`src/rtl/block_scan_counter.sv`:
```
// block_scan_counter
//
// Coefficient-position generator for square 2^N_LOG2 x 2^N_LOG2 transform
// blocks. Each accepted start produces one complete scan in raster,
// column-major or JPEG zigzag order. Positions are offered over a
// valid/ready handshake, so a downstream quantiser or RLE stage can stall
// the scan.
//
// Parameters
//   N_LOG2  log2 of the block side (legal 1..5), block side N = 2^N_LOG2
//
// Ports
//   clk    in   rising-edge clock
//   rst    in   asynchronous active-high reset
//   start  in   request a scan; only honoured in IDLE
//   abort  in   synchronous cancel; wins over start and ready
//   mode   in   scan order, captured on an accepted start
//               00 raster (v inner), 01 column-major (u inner),
//               10 zigzag, 11 raster
//   ready  in   consumer takes the current position
//   valid  out  a position is presented
//   u      out  row of the current position
//   v      out  column of the current position
//   idx    out  scan-order index of the current position, 0..N*N-1
//   last   out  current position is the final one of the scan
//   busy   out  a scan is in progress
//   done   out  one-cycle pulse after the final position is accepted
//
// FSM states
//   state | meaning
//   IDLE  | no scan in progress; waiting for start
//   RUN   | presenting positions; advances on each valid & ready beat
//
// Every output is a register or a decode of registers only.

module block_scan_counter #(
    parameter int N_LOG2 = 3
) (
    input  logic                  clk,
    input  logic                  rst,
    input  logic                  start,
    input  logic                  abort,
    input  logic [1:0]            mode,
    input  logic                  ready,
    output logic                  valid,
    output logic [N_LOG2-1:0]     u,
    output logic [N_LOG2-1:0]     v,
    output logic [2*N_LOG2-1:0]   idx,
    output logic                  last,
    output logic                  busy,
    output logic                  done
);

    typedef enum logic {
        IDLE = 1'b0,
        RUN  = 1'b1
    } state_t;

    localparam logic [1:0] MODE_COLUMN = 2'b01;
    localparam logic [1:0] MODE_ZIGZAG = 2'b10;

    // Block side minus one, and N*N-1: both are all-ones in their widths.
    localparam logic [N_LOG2-1:0]   POS_MAX = {N_LOG2{1'b1}};
    localparam logic [2*N_LOG2-1:0] IDX_MAX = {(2*N_LOG2){1'b1}};
    localparam logic [N_LOG2-1:0]   POS_ONE = N_LOG2'(1);

    state_t                state_q, state_d;
    logic [1:0]            mode_q, mode_d;
    logic [N_LOG2-1:0]     u_q, u_d;
    logic [N_LOG2-1:0]     v_q, v_d;
    logic [2*N_LOG2-1:0]   idx_q, idx_d;
    logic                  done_q, done_d;

    logic [N_LOG2-1:0]     u_adv;
    logic [N_LOG2-1:0]     v_adv;
    logic                  diag_even;

    // u+v is even exactly when the low bits of u and v agree.
    assign diag_even = ~(u_q[0] ^ v_q[0]);

    // Position that follows (u_q, v_q) in the captured scan order.
    // Zigzag direction is recovered from the diagonal parity, so no
    // separate direction state is kept.
    always_comb begin
        u_adv = u_q;
        v_adv = v_q;
        case (mode_q)
            MODE_COLUMN: begin
                if (u_q == POS_MAX) begin
                    u_adv = '0;
                    v_adv = v_q + POS_ONE;
                end else begin
                    u_adv = u_q + POS_ONE;
                end
            end
            MODE_ZIGZAG: begin
                if (diag_even) begin
                    // moving up-right
                    if (v_q == POS_MAX) begin
                        u_adv = u_q + POS_ONE;
                    end else if (u_q == '0) begin
                        v_adv = v_q + POS_ONE;
                    end else begin
                        u_adv = u_q - POS_ONE;
                        v_adv = v_q + POS_ONE;
                    end
                end else begin
                    // moving down-left
                    if (u_q == POS_MAX) begin
                        v_adv = v_q + POS_ONE;
                    end else if (v_q == '0) begin
                        u_adv = u_q + POS_ONE;
                    end else begin
                        u_adv = u_q + POS_ONE;
                        v_adv = v_q - POS_ONE;
                    end
                end
            end
            default: begin
                // raster, including the unused 11 encoding
                if (v_q == POS_MAX) begin
                    v_adv = '0;
                    u_adv = u_q + POS_ONE;
                end else begin
                    v_adv = v_q + POS_ONE;
                end
            end
        endcase
    end

    always_comb begin
        state_d = state_q;
        mode_d  = mode_q;
        u_d     = u_q;
        v_d     = v_q;
        idx_d   = idx_q;
        done_d  = 1'b0;

        case (state_q)
            IDLE: begin
                if (start) begin
                    state_d = RUN;
                    mode_d  = mode;
                    u_d     = '0;
                    v_d     = '0;
                    idx_d   = '0;
                end
            end
            RUN: begin
                if (ready) begin
                    if (idx_q == IDX_MAX) begin
                        state_d = IDLE;
                        done_d  = 1'b1;
                        u_d     = '0;
                        v_d     = '0;
                        idx_d   = '0;
                    end else begin
                        u_d   = u_adv;
                        v_d   = v_adv;
                        idx_d = idx_q + {{(2*N_LOG2-1){1'b0}}, 1'b1};
                    end
                end
            end
            default: begin
                state_d = IDLE;
            end
        endcase

        // Cancel overrides everything else, including a completing beat.
        if (abort) begin
            state_d = IDLE;
            u_d     = '0;
            v_d     = '0;
            idx_d   = '0;
            done_d  = 1'b0;
        end
    end

    always_ff @(posedge clk or posedge rst) begin
        if (rst) begin
            state_q <= IDLE;
            mode_q  <= 2'b00;
            u_q     <= '0;
            v_q     <= '0;
            idx_q   <= '0;
            done_q  <= 1'b0;
        end else begin
            state_q <= state_d;
            mode_q  <= mode_d;
            u_q     <= u_d;
            v_q     <= v_d;
            idx_q   <= idx_d;
            done_q  <= done_d;
        end
    end

    assign valid = (state_q == RUN);
    assign busy  = (state_q == RUN);
    assign u     = u_q;
    assign v     = v_q;
    assign idx   = idx_q;
    assign last  = (state_q == RUN) && (idx_q == IDX_MAX);
    assign done  = done_q;

endmodule

```
`config.mk`:
```
export PLATFORM = sky130hd
export DESIGN_NAME = block_scan_counter
export DESIGN_NICKNAME = d
export VERILOG_FILES = /design/src/rtl/block_scan_counter.sv
export SDC_FILE = /design/constraint.sdc
export NUM_CORES = 1
export LEC_CHECK = 0
export BUFFER_PORTS_ARGS = -buffer_cell sky130_fd_sc_hd__buf_2
export CAP_MARGIN = 20
export CORE_MARGIN = 8
export CORE_UTILIZATION = 55
export CTS_CLUSTER_DIAMETER = 40
export DETAILED_ROUTE_END_ITERATION = 10
export PLACE_DENSITY_LB_ADDON = 0.1
export RECOVER_POWER = 25
export SETUP_SLACK_MARGIN = 0.3
export SYNTH_ARGS = -nofsm -noshare
export SYNTH_HDL_FRONTEND = slang
export SYNTH_SLANG_ARGS = --single-unit
```
`constraint.sdc`:
```
create_clock -name clk -period 4.6 [get_ports clk]
set_clock_uncertainty 0.15 [all_clocks]
set_input_delay 0.23 -clock clk [delete_from_list [all_inputs] [get_ports clk]]
set_output_delay 0.23 -clock clk [all_outputs]
set_load 0.02 [all_outputs]
```
# ---- Word level (Yosys, flattened, before mapping)
# Index checks and enable logic that the tools add are counted.
dict set report totals {
  mem_bits_ro 0
  n_memories 0
  latch_bits 0
  register_bits 16
  ramBits 0
  inputBits 7
}
dict set report classes {
  n_eq_ne 13
  n_reduce_logical 7
  n_mux 37
  magnitude_cmp 0
  n_mul 0
  shifts 0
  bitwise 2
  div 0
  add_sub_neg 5
}
# cell count
set op_table {}
lappend op_table {{3-bit 2-to-1 mux} 19}
lappend op_table {{6-bit 2-to-1 mux} 4}
lappend op_table {{3-bit one-hot mux with 2 select lines} 4}
lappend op_table {{7-bit != test, second input constant} 2}
lappend op_table {{6-bit != test, second input constant} 2}
lappend op_table {{6-bit one-hot mux with 2 select lines} 1}
lappend op_table {{5-bit AND reduction} 2}
lappend op_table {{1-bit 2-to-1 mux} 8}
lappend op_table {{3-bit by 1-bit adder with 3-bit output, second input constant} 2}
lappend op_table {{6-bit by 1-bit adder with 6-bit output, second input constant} 1}
lappend op_table {{3-bit == test, second input constant} 2}
lappend op_table {{6-bit == test, second input constant} 1}
lappend op_table {{3-bit logical NOT} 2}
lappend op_table {{3-bit != test, second input constant} 2}
lappend op_table {{6-bit by 2-bit != test with 1-bit output, second input constant} 1}
lappend op_table {{3-bit by 1-bit subtractor with 3-bit output, second input constant} 2}
lappend op_table {{5-bit != test, second input constant} 1}
lappend op_table {{2-bit AND reduction} 2}
lappend op_table {{2-bit by 1-bit == test with 1-bit output, second input constant} 1}
lappend op_table {{2-bit == test, second input constant} 1}
lappend op_table {{1-bit one-hot mux with 2 select lines} 1}
lappend op_table {{1-bit logical AND} 1}
lappend op_table {{1-bit NOT} 1}
lappend op_table {{1-bit bitwise XOR} 1}

# ---- Depth between registers and ports, before layout
# Gate-level depths: netlist of the first run.
dict set report logic_depth {
  ltp_word 9
  mapped_depth 8
  ltp_nobuf 7
}

# ---- Worst setup path before layout of the first run
# OpenSTA, ideal clock, no wires.
dict set report synth_path {
  kind {register to register}
  startpoint {register u_q[0] (netlist: u[0])}
  endpoint {register u_q[1] (netlist: u[1])}
  setup_ps 128
  stages_incl_launch_ff 8
  required_ps 4322
  synth_period_minus_slack_ps 2205
  arrival_ps 1927
  slack_ps 2395
  path_cell_list {dfrtp_1 > inv_1 > ha_1 > nor2_1 > nand3_1 > o21a_1 > o21ai_2 > mux2_1}
}
dict set report synth_via {
  elab_chain_cells 9
  elab_cells_between_ends 19
  classes_between {add/sub: 2; eq/ne: 3; mux: 11; bitwise: 1; reduce/logical: 2}
}
# item line_no
set synth_lines {}
lappend synth_lines {{start: declaration} 69} ;# logic [N_LOG2-1:0] u_q, u_d;
lappend synth_lines {{start signal: assignment} 190} ;# u_q <= u_d;
lappend synth_lines {{3-bit by 1-bit subtractor with 3-bit output} 104} ;# u_adv = u_q - POS_ONE;
lappend synth_lines {{3-bit 2-to-1 mux} 101} ;# end else if (u_q == '0) begin
lappend synth_lines {{3-bit 2-to-1 mux} 99} ;# if (v_q == POS_MAX) begin
lappend synth_lines {{3-bit 2-to-1 mux} 97} ;# if (diag_even) begin
lappend synth_lines {{3-bit one-hot mux with 2 select lines} 87} ;# case (mode_q)
lappend synth_lines {{3-bit 2-to-1 mux} 151} ;# if (idx_q == IDX_MAX) begin
lappend synth_lines {{3-bit 2-to-1 mux} 150} ;# if (ready) begin
lappend synth_lines {{3-bit one-hot mux with 2 select lines} 139} ;# case (state_q)
lappend synth_lines {{3-bit 2-to-1 mux} 170} ;# if (abort) begin
# Several ways; a longest one is shown, not always the timed one. The select of a mux whose other input is x is not followed.
# A chain may end at the register's enable or synchronous reset.

# ---- Final worst setup path of the first run
dict set report layout_path {
  startpoint {register v_q[0] (netlist: v[0])}
  endpoint {register u_q[1] (netlist: u[1])}
}
dict set report layout_via {
  elab_chain_cells 8
  elab_cells_between_ends 13
  classes_between {eq/ne: 4; mux: 7; bitwise: 1; reduce/logical: 1}
}
# item line_no
set layout_lines {}
lappend layout_lines {{start: declaration} 70} ;# logic [N_LOG2-1:0] v_q, v_d;
lappend layout_lines {{start signal: assignment} 191} ;# v_q <= v_d;
lappend layout_lines {{3-bit == test} {99, 121}}
lappend layout_lines {{3-bit 2-to-1 mux} 99}
lappend layout_lines {{3-bit 2-to-1 mux} 97}
lappend layout_lines {{3-bit one-hot mux with 2 select lines} 87}
lappend layout_lines {{3-bit 2-to-1 mux} 151}
lappend layout_lines {{3-bit 2-to-1 mux} 150}
lappend layout_lines {{3-bit one-hot mux with 2 select lines} 139}
lappend layout_lines {{3-bit 2-to-1 mux} 170}
# Several ways; a longest one is shown, not always the timed one. The select of a mux whose other input is x is not followed.

==> flow_metrics.tcl, run 1 <==
set metrics [dict create \
    worst_slew_pin_slew_ns 0.5962 \
    clock.fmax_ghz 0.4341 \
    crit_top_cell "ha_1" \
    cts_buffers 3 \
    rr_worst_depth 7 \
    avgSynthCellArea_um2 8.843 \
    crit_required_ns 4.63 \
    met1_usage_pct 15.70 \
    antenna_found_initial 0 \
    clock-root-buffer "clkbuf_4" \
    hold_violations 0 \
    start_util_pct 59.34 \
    p_leak_nw 0.6713 \
    drt_drc_violations_left 0 \
    diodes 0 \
    synth_commonest_cells "dfrtp_1 (16), o21ai_0 (16), ha_1 (13)" \
    cpPeakStageDelay_ns 0.45 \
    port_buffers 22 \
    drt-pass1-iter-count 4 \
    ys.warnings.count 0 \
    cts_sinks 16 \
    top_usage_layer "met2" \
    power_density_mw_per_mm2 255.7 \
    antenna_left 0 \
    met2_usage_pct 23.80 \
    worstSkewPairLatency_ns 0.29 \
    place_area_mm2 0.001299 \
    design_area_mm2 0.001361 \
    ys_ff_latch 16 \
    syn_area_mm2 0.001176 \
    slew_headroom_pct 60.21 \
    wirelength_mm 2.574 \
    synth_top_cell_by_area "dfrtp_1" \
    final_util_pct 68.69 \
    ir_worst_vdd_uv 188.2 \
    drv_slew 0 \
    area_growth_pct 15.75 \
    hp-class "input pin to register" \
    grt_pass1_vias 1046 \
    power_uw 348.1 \
    worstSetupEndpointType "register" \
    post_route_cells_drive_above_1_share_pct 20.25 \
    syn-num-nets 153 \
    gr-usage-met3_pct 3.943 \
    dieArea_mm2 0.003874 \
    dr_total_vias 1056 \
    routed_via_density 5.708 \
    ys_types 40 \
    r2r_end "u[1]" \
    die_y_um 62.24 \
    post_cts_buffers 0 \
    min_period_over_period_pct 50.08 \
    cts_tree "done" \
    ys_seq_area_share_pct 34.04 \
    whs_path_depth 3 \
    globalRouteTotalUtil_pct 13.73 \
    die_x_um 62.24 \
    async_flop_share_pct 100.0 \
    clk_transition_reported_paths_ns 0.10 \
    startpoint_type "register" \
    r2r-start "v[0]" \
    path_cells "ha_1 > ha_1 > nor2_1 > nand3_1 > o21a_1 > o21ai_2 > mux2_1" \
    synth_flop_cell "dfrtp_1" \
    outcome "complete, no violations" \
    setup_violations 0 \
    num_io_pins 23 \
    synth_edf_count 0 \
    yosysTopAreaCellShare_pct 34.04 \
    cp-endpoint "u[1]" \
    worstPathMaxFanout 7 \
    gp_congestion 0.9209 \
    worstSetupStartpoint "v[0]" \
    overflow 0 \
    core_mm2 0.001982 \
    min_period_ns 2.304 \
    clockBufferDepth 2 \
    hpwl_mm 1.994 \
    critPathKind "register to register" \
    num_rows 16 \
    syn-instance-count 133 \
    nets 179 \
    wl_per_cell_um 13.91 \
    rsz0062_at_grt "no" \
    final.setup.tns_ns 0 \
    cts_max_level 1 \
    grt_pass1_wl_mm 4.505 \
    grt_max_degree 17 \
    critPathSlowestCell "dfrtp_1" \
    drt_iter0_drc 39 \
    regToRegSetupSlack_ns 2.30 \
    synthTopCellsByArea "dfrtp_1 (34%), ha_1 (14%), o21ai_0 (6.8%)" \
    drv_cap 0 \
    hold_ws_ns 0.09787 \
    arrival_ns 2.34 \
]
-- sequential cells by signal, summed over array words and instances, names as in the netlist --
signal  flops
idx         6
u           3
v           3
mode_q      2
busy        1
done        1
-- layout make-up --
| type | count | area [um^2] |
|---|---|---|
| Clock buffer | 4 | 36.28 |
| Multi-Input combinational cell | 103 | 714.4 |
| Sequential cell | 16 | 400.4 |
| Tap cell | 27 | 33.78 |
| Inverter | 10 | 37.54 |
| Timing Repair Buffer | 25 | 138.9 |
| Fill cell | 165 | 620.6 |
-- worst max-delay path, delay by kind of cell (launching register included) --
kind                       cells  cell delay [ns]
adders and majority gates      2             0.49
DFF                            1             0.45
and+or+nand+nor                2             0.40
AOI/OAI and AO/OA              2             0.38
muxes                          1             0.34
-- how the worst min path moves through the flow --
stage               startpoint    to  slack [ns]
finish                   ready  done         0.1
global route             ready  done        0.11
CTS                      ready  done        0.08
detailed placement         rst  done        0.18
global placement           rst  done        0.18
floorplan                  rst  busy      -0.006
-- metal layers --
layer  routed length [um]  up-vias  share of wire (%)
li1                     -      523                  -
met1                 1176      505                 46
met2                 1239       24                 48
met3                  135        4                5.2
met4                   22        0               0.85
met5                    0        -                  0
-- power breakdown --
group	total [mW]	internal, mW	switching [mW]	leakage, nW
sequential	0.152	0.146	0.00567	0.218
clock	0.0967	0.0482	0.0485	0.0210
combinational	0.0997	0.0390	0.0607	0.433
total	0.348	0.233	0.115	0.671
-- cells by family (layout without fill, tap and decap cells) --
family                   Yosys count  after routing  synth area share [%]
buffers and inverters             14             39                 5.000
multiplexers                       2              2                 1.808
flip-flops                        16             16                 34.04
AND/OR/NAND/NOR                   46             46                 22.23
AO/OA/AOI/OAI                     40             40                 21.60
XOR/XNOR                           2              2                 1.490
adder cells (fa/ha/maj)           13             13                 13.83
-- cell usage in the layout (no fill, tap or decap), drive strengths merged --
master        n
ha           13
nor2          8
dlygate4sd3   3
xnor2         2
o22ai         1
a21oi         6
a32o          1
buf          21
o211ai        1
and2          2
clkbuf        5
dfrtp        16
a22o          3
nand2b        5
nand2        12
o21ai        18
o31ai         2
a31oi         1
o21a          2
a22oi         2
nor4          2
nor2b         4
mux2i         1
nor3          3
or4b          1
a21o          2
inv          10
nand3b        1
or3b          1
and3          3
o32ai         1
nand3         2
nor3b         2
mux2          1
-- through the flow --
| step | setup WS [ns] | instances |
|---|---|---|
| 2_1_floorplan | 2.395 | 133 |
| 3_3_place_gp | 2.392 | 178 |
| 3_5_place_dp | 2.319 | 178 |
| 4_1_cts | 2.292 | 185 |
| 5_1_grt | 2.134 | 185 |
| 6_report | 2.296 | 185 |
-- what timing repair did --
action	4_1_cts	5_1_grt
hold buffers	3	0
resized for setup	0	0
endpoints found under the hold margin	18	0
No activity file was read; power rests on OpenSTA's default activity.
==> inputs of run 2 (changes only) <==
- CORE_ASPECT_RATIO: default -> 1.75
- CORE_UTILIZATION: 55 -> 49
- clock period: 4.6 -> 1.99 ns (I/O delays scaled with it)
==> run 2 against run 1 <==
Against the previous run: setup slack got worse by 2.2 ns; maximum frequency rose by 20%; clock-buffer cell count did not move; clock power rose to 2.6 times the previous value; sequential cell count did not move; largest cell class unchanged; final cell count rose by 9.2%; sequential power rose by 130%; wire length rose by 24%; largest power group unchanged; total power rose to 2.7 times the previous value.
==> flow_metrics.tcl, run 2 (synthesis results as in run 1) <==
set metrics [dict create \
    num_io_pins 23 \
    cts_tree "done" \
    drv_cap 0 \
    nets 198 \
    drt-pass1-iter-count 4 \
    grt_max_degree 17 \
    min_period_ns 1.926 \
    grt_pass1_vias 1218 \
    nFillCells 173 \
    finalNonFillerCells 202 \
    drt_iter0_drc 24 \
    overflow 0 \
    path_cells "inv_4 > ha_4 > nor2_4 > nand3_2 > o21a_1 > o21ai_2 > mux2_4" \
    start_util_pct 51.73 \
    layout.area.seq_um2 407.9 \
    p_leak_nw 0.7482 \
    dr_total_vias 1132 \
    hold_ws_ns 0.01273 \
    die_x_um 53.04 \
    post_route_cells_drive_above_1_share_pct 41.81 \
    crit_required_ns 1.97 \
    design_area_mm2 0.001692 \
    num_rows 23 \
    grt_pass1_wl_mm 5.230 \
    setup_violations 0 \
    ir_worst_vdd_uv 673.5 \
    critPathSlowestCell "dfrtp_2" \
    clock-root-buffer "clkbuf_8" \
    diodes 0 \
    place_area_mm2 0.001443 \
    final_util_pct 74.41 \
    globalRouteTotalUtil_pct 15.93 \
    dp_slack_ns 0.004336 \
    worstSkewPairLatency_ns 0.25 \
    final_cell_mix "buf_4 (19), buf_2 (17), o21ai_0 (13), nand2_1 (12), dfrtp_1 (10)" \
    highest_layer "met4" \
    final.setup.tns_ns 0 \
    cpPeakStageDelay_ns 0.44 \
    core_mm2 0.002273 \
    worstSetupEndpointType "register" \
    cts_max_level 1 \
    multi_input_area_um2 885.9 \
    power_uw 947.4 \
    dieArea_mm2 0.004286 \
    wl_per_cell_um 15.76 \
    outcome "complete, no violations" \
    routed_via_density 5.604 \
    wirelength_mm 3.184 \
    largest_register_ffs 6 \
    power_density_mw_per_mm2 560.0 \
    dr_wl_met3_um 70 \
    critPathKind "register to register" \
    wl_met1_mm 1.232 \
    hp-class "input pin to register" \
    arrival_ns 1.91 \
    min_period_over_period_pct 96.81 \
    dp.cells 183 \
    worst_slew_pin_slew_ns 0.5982 \
    area_growth_pct 43.83 \
    rsz0062_at_grt "yes" \
    die_y_um 80.81 \
    clock.fmax_ghz 0.5191 \
    path_buf_inv 1 \
    drv_slew 0 \
    fin_ws_ns 0.06353 \
    slew_headroom_pct 60.07 \
    antenna_left 0 \
    crit_family "flip-flops" \
    worstPathMaxFanout 5 \
    cts_buffers 3 \
    gp_congestion 0.8040 \
    clockBufferDepth 2 \
    startpoint_type "register" \
    port_buffers 22 \
    drt_drc_violations_left 0 \
    clk_transition_reported_paths_ns 0.06 \
    antenna_found_initial 0 \
    final_common_cell "buf_4" \
    cts_sinks 16 \
    wl_met2_mm 1.823 \
    hold_violations 0 \
    hpwl_mm 2.310 \
]
run 2: path summary, 6_finish.rpt:
check	start	to	slack, ns	depth (start not counted)
max	v[0]	u[1]	0.06	7
min	ready	done	0.01	3
max reg2reg	v[0]	u[1]	0.06	7
min reg2reg	idx[5]	idx[5]	0.36	1
max in group asynchronous	rst	v[1]	0.93	3
min in group asynchronous	rst	idx[4]	0.33	3
run 2: power by group:
part / switching [mW] / internal, mW / leakage, nW
combinational: 0.180 / 0.163 / 0.518
sequential: 0.0165 / 0.339 / 0.208
clock: 0.107 / 0.142 / 0.0228
total: 0.303 / 0.644 / 0.748
run 2: area by class of cell:
| type | count | share of cell area (%) |
|---|---|---|
| multi-input cells | 103 | 52.37 |
| flip-flops and latches | 16 | 24.11 |
| repair buffers | 44 | 16.35 |
| clock buffers | 4 | 2.663 |
| inverters | 10 | 2.663 |
| well taps | 25 | 1.849 |
run 2: tightest hold or removal path, stage by stage:
cell and delay [ns]:
buf_2 0.10, nand3b_1 0.11, nor2_1 0.05
run 2: repair_timing:
action                                 CTS  global route
pin swaps                               13             8
hold buffers                             3             0
endpoints found under the hold margin   18             0
setup endpoints to repair                9            10
setup buffers                            7             5
gates resized for setup                 12             9
run 2: metal layers:
metal	vias up	track usage [%]
li1	558	-
met1	541	15.49
met2	28	30.07
met3	5	2.011
met4	0	8.854
met5	-	0
==> inputs of run 3 (changes only) <==
==> constraint.sdc (replaced) <==
create_clock -name clk -period 1.99 [get_ports clk]
set_clock_uncertainty 0.15 [all_clocks]
set_input_delay 0.398 -clock clk [delete_from_list [all_inputs] [get_ports clk]]
set_output_delay 0.398 -clock clk [all_outputs]
set_load 0.02 [all_outputs]
==> run 3 against run 2 <==
Against the previous run: combinational power barely moved; register-to-register slack lost 0.02 ns; global-route usage increased by 0.16 points; critical path depth unchanged; highest routed layer unchanged; largest cell class unchanged; critical endpoint unchanged; hold slack better by 0.041 ns; wire length is 3.2% higher.
==> flow_metrics.tcl, run 3 (synthesis results as in run 1) <==
set metrics [dict create \
    drv_slew 0 \
    design_area_mm2 0.001719 \
    antenna_left 0 \
    diodes 0 \
    routed_via_density 5.571 \
    place_area_mm2 0.001439 \
    wirelength_mm 3.286 \
    drv_cap 0 \
    min_period_over_period_pct 97.87 \
    num_rows 23 \
    grt_pass1_wl_mm 5.244 \
    top_usage_layer "met2" \
    drt_drc_violations_left 0 \
    p_leak_nw 0.7863 \
    min_period_ns 1.948 \
    r2r-start "v[0]" \
    core_mm2 0.002273 \
    worstSkewPairLatency_ns 0.25 \
    clockBufferDepth 2 \
    finalNonFillerCells 203 \
    pwr-share-clk_pct 29.3 \
    regToRegSetupSlack_ns 0.04 \
    ir_worst_vdd_uv 485.3 \
    startpoint_type "register" \
    overflow 0 \
    pwr-share-seq_pct 36.0 \
    final_cell_mix "buf_4 (23), buf_2 (20), o21ai_0 (13), nand2_1 (12), dfrtp_1 (9)" \
    grt_pass1_vias 1223 \
    worstSetupStartpoint "v[0]" \
    hold_violations 0 \
    layout.area.seq_um2 409.1 \
    switching_share_pct 31.56 \
    die_x_um 53.04 \
    largest_register_ffs 6 \
    critPathKind "register to register" \
    rsz0062_at_grt "yes" \
    wl_per_cell_um 16.19 \
    met2_usage_pct 30.66 \
    final_common_cell "buf_4" \
    drt-pass1-iter-count 4 \
    grt_max_degree 17 \
    crit_required_ns 1.98 \
    globalRouteTotalUtil_pct 16.10 \
    start_util_pct 51.73 \
    antenna_found_initial 0 \
    worst_slew_pin_slew_ns 0.6031 \
    area_growth_pct 46.17 \
    arrival_ns 1.94 \
    nFillCells 173 \
    hp-class "input pin to async pin" \
    drt_iter0_drc 28 \
    gp_congestion 0.7839 \
    clock.fmax_ghz 0.5135 \
    dp.cells 182 \
    dr_total_vias 1131 \
    outcome "complete, no violations" \
    p_switching_uw 311.9 \
    met1_usage_pct 15.65 \
    cts_max_level 1 \
    intPower_uw 676.6 \
    power_density_mw_per_mm2 575.0 \
    rr_worst_depth 7 \
    gr-usage-met3_pct 2.194 \
    cts_tree "done" \
    slew_headroom_pct 59.75 \
    nets 199 \
    cts_sinks 16 \
    dieArea_mm2 0.004286 \
    cts_hold_buf 0 \
    cts_buffers 3 \
    setup_violations 0 \
    die_y_um 80.81 \
    clk_transition_reported_paths_ns 0.06 \
    r2r_end "u[1]" \
    power_uw 988.5 \
    multi_input_area_um2 888.4 \
    worstPathMaxFanout 7 \
    cp-endpoint "u[1]" \
    hpwl_mm 2.367 \
    num_io_pins 23 \
    port_buffers 22 \
    pwr-share-comb_pct 34.8 \
    clock-root-buffer "clkbuf_8" \
    post_route_cells_drive_above_1_share_pct 47.75 \
    worstSetupEndpointType "register" \
]
run 3: cell types whose count changed in the layout (fill, tap and decap cells not counted), sizes merged:
cell,before,now
buf,36,45
dlygate4sd3,3,0
clkbuf,9,4
run 3: power by group through the flow:
stage / clock network [mW] / registers, mW / logic (mW)
after global placement: 0 / 0.359 / 0.258
after global routing: 0.312 / 0.357 / 0.374
after detailed placement: 0 / 0.360 / 0.264
after CTS: 0.296 / 0.354 / 0.311
final: 0.289 / 0.356 / 0.344
after floorplan: 0 / 0.368 / 0.185
run 3: worst min-delay path by stage:
stage | to | slack, ns
after floorplan | busy | 0.16
after global routing | idx[5] | 0.11
after detailed placement | idx[5] | 0.34
after CTS | idx[5] | 0.07
final | done | 0.05
after global placement | done | 0.34
run 3: cell type report:
| type | count | share of cell area [%] |
|---|---|---|
| Tap cell | 25 | 1.820 |
| Timing Repair Buffer | 45 | 17.18 |
| Sequential cell | 16 | 23.80 |
| Clock buffer | 4 | 3.202 |
| Inverter | 10 | 2.329 |
| Multi-Input combinational cell | 103 | 51.67 |
run 3: repair_timing:
item                                    in CTS  in global routing
endpoints found under the hold margin        0                  0
pin swaps                                    6                  4
gates resized for setup                     12                 12
endpoints found under the setup margin       9                 11
buffers inserted                            10                  7
run 3: layer usage:
layer  routed length, um  vias up
met1                1188      540
met2                1938       25
met4                  84        0
met5                   0        -
met3                  74        7
li1                    -      559
run 3: metrics by stage:
step	setup TNS [ns]	worst slack [ns]	utilization [%]	hold WS, ns
after global placement	0	0.06079	63.29	0.3370
after CTS	0	0.05402	71.88	0.07198
after global routing	-0.01625	-0.01194	75.62	0.1118
after floorplan	0	0.01520	-	0.1613
after detailed placement	-0.07913	-0.07913	63.29	0.3414
final	0	0.04246	75.62	0.05419
run 3: critical path, cell delays in order (launching register included):
cell and delay [ns]:
dfrtp_2 0.44, ha_4 0.17, ha_4 0.19, nor2_4 0.12, nand3_2 0.09, o21a_1 0.20, o21ai_2 0.16, mux2_4 0.31
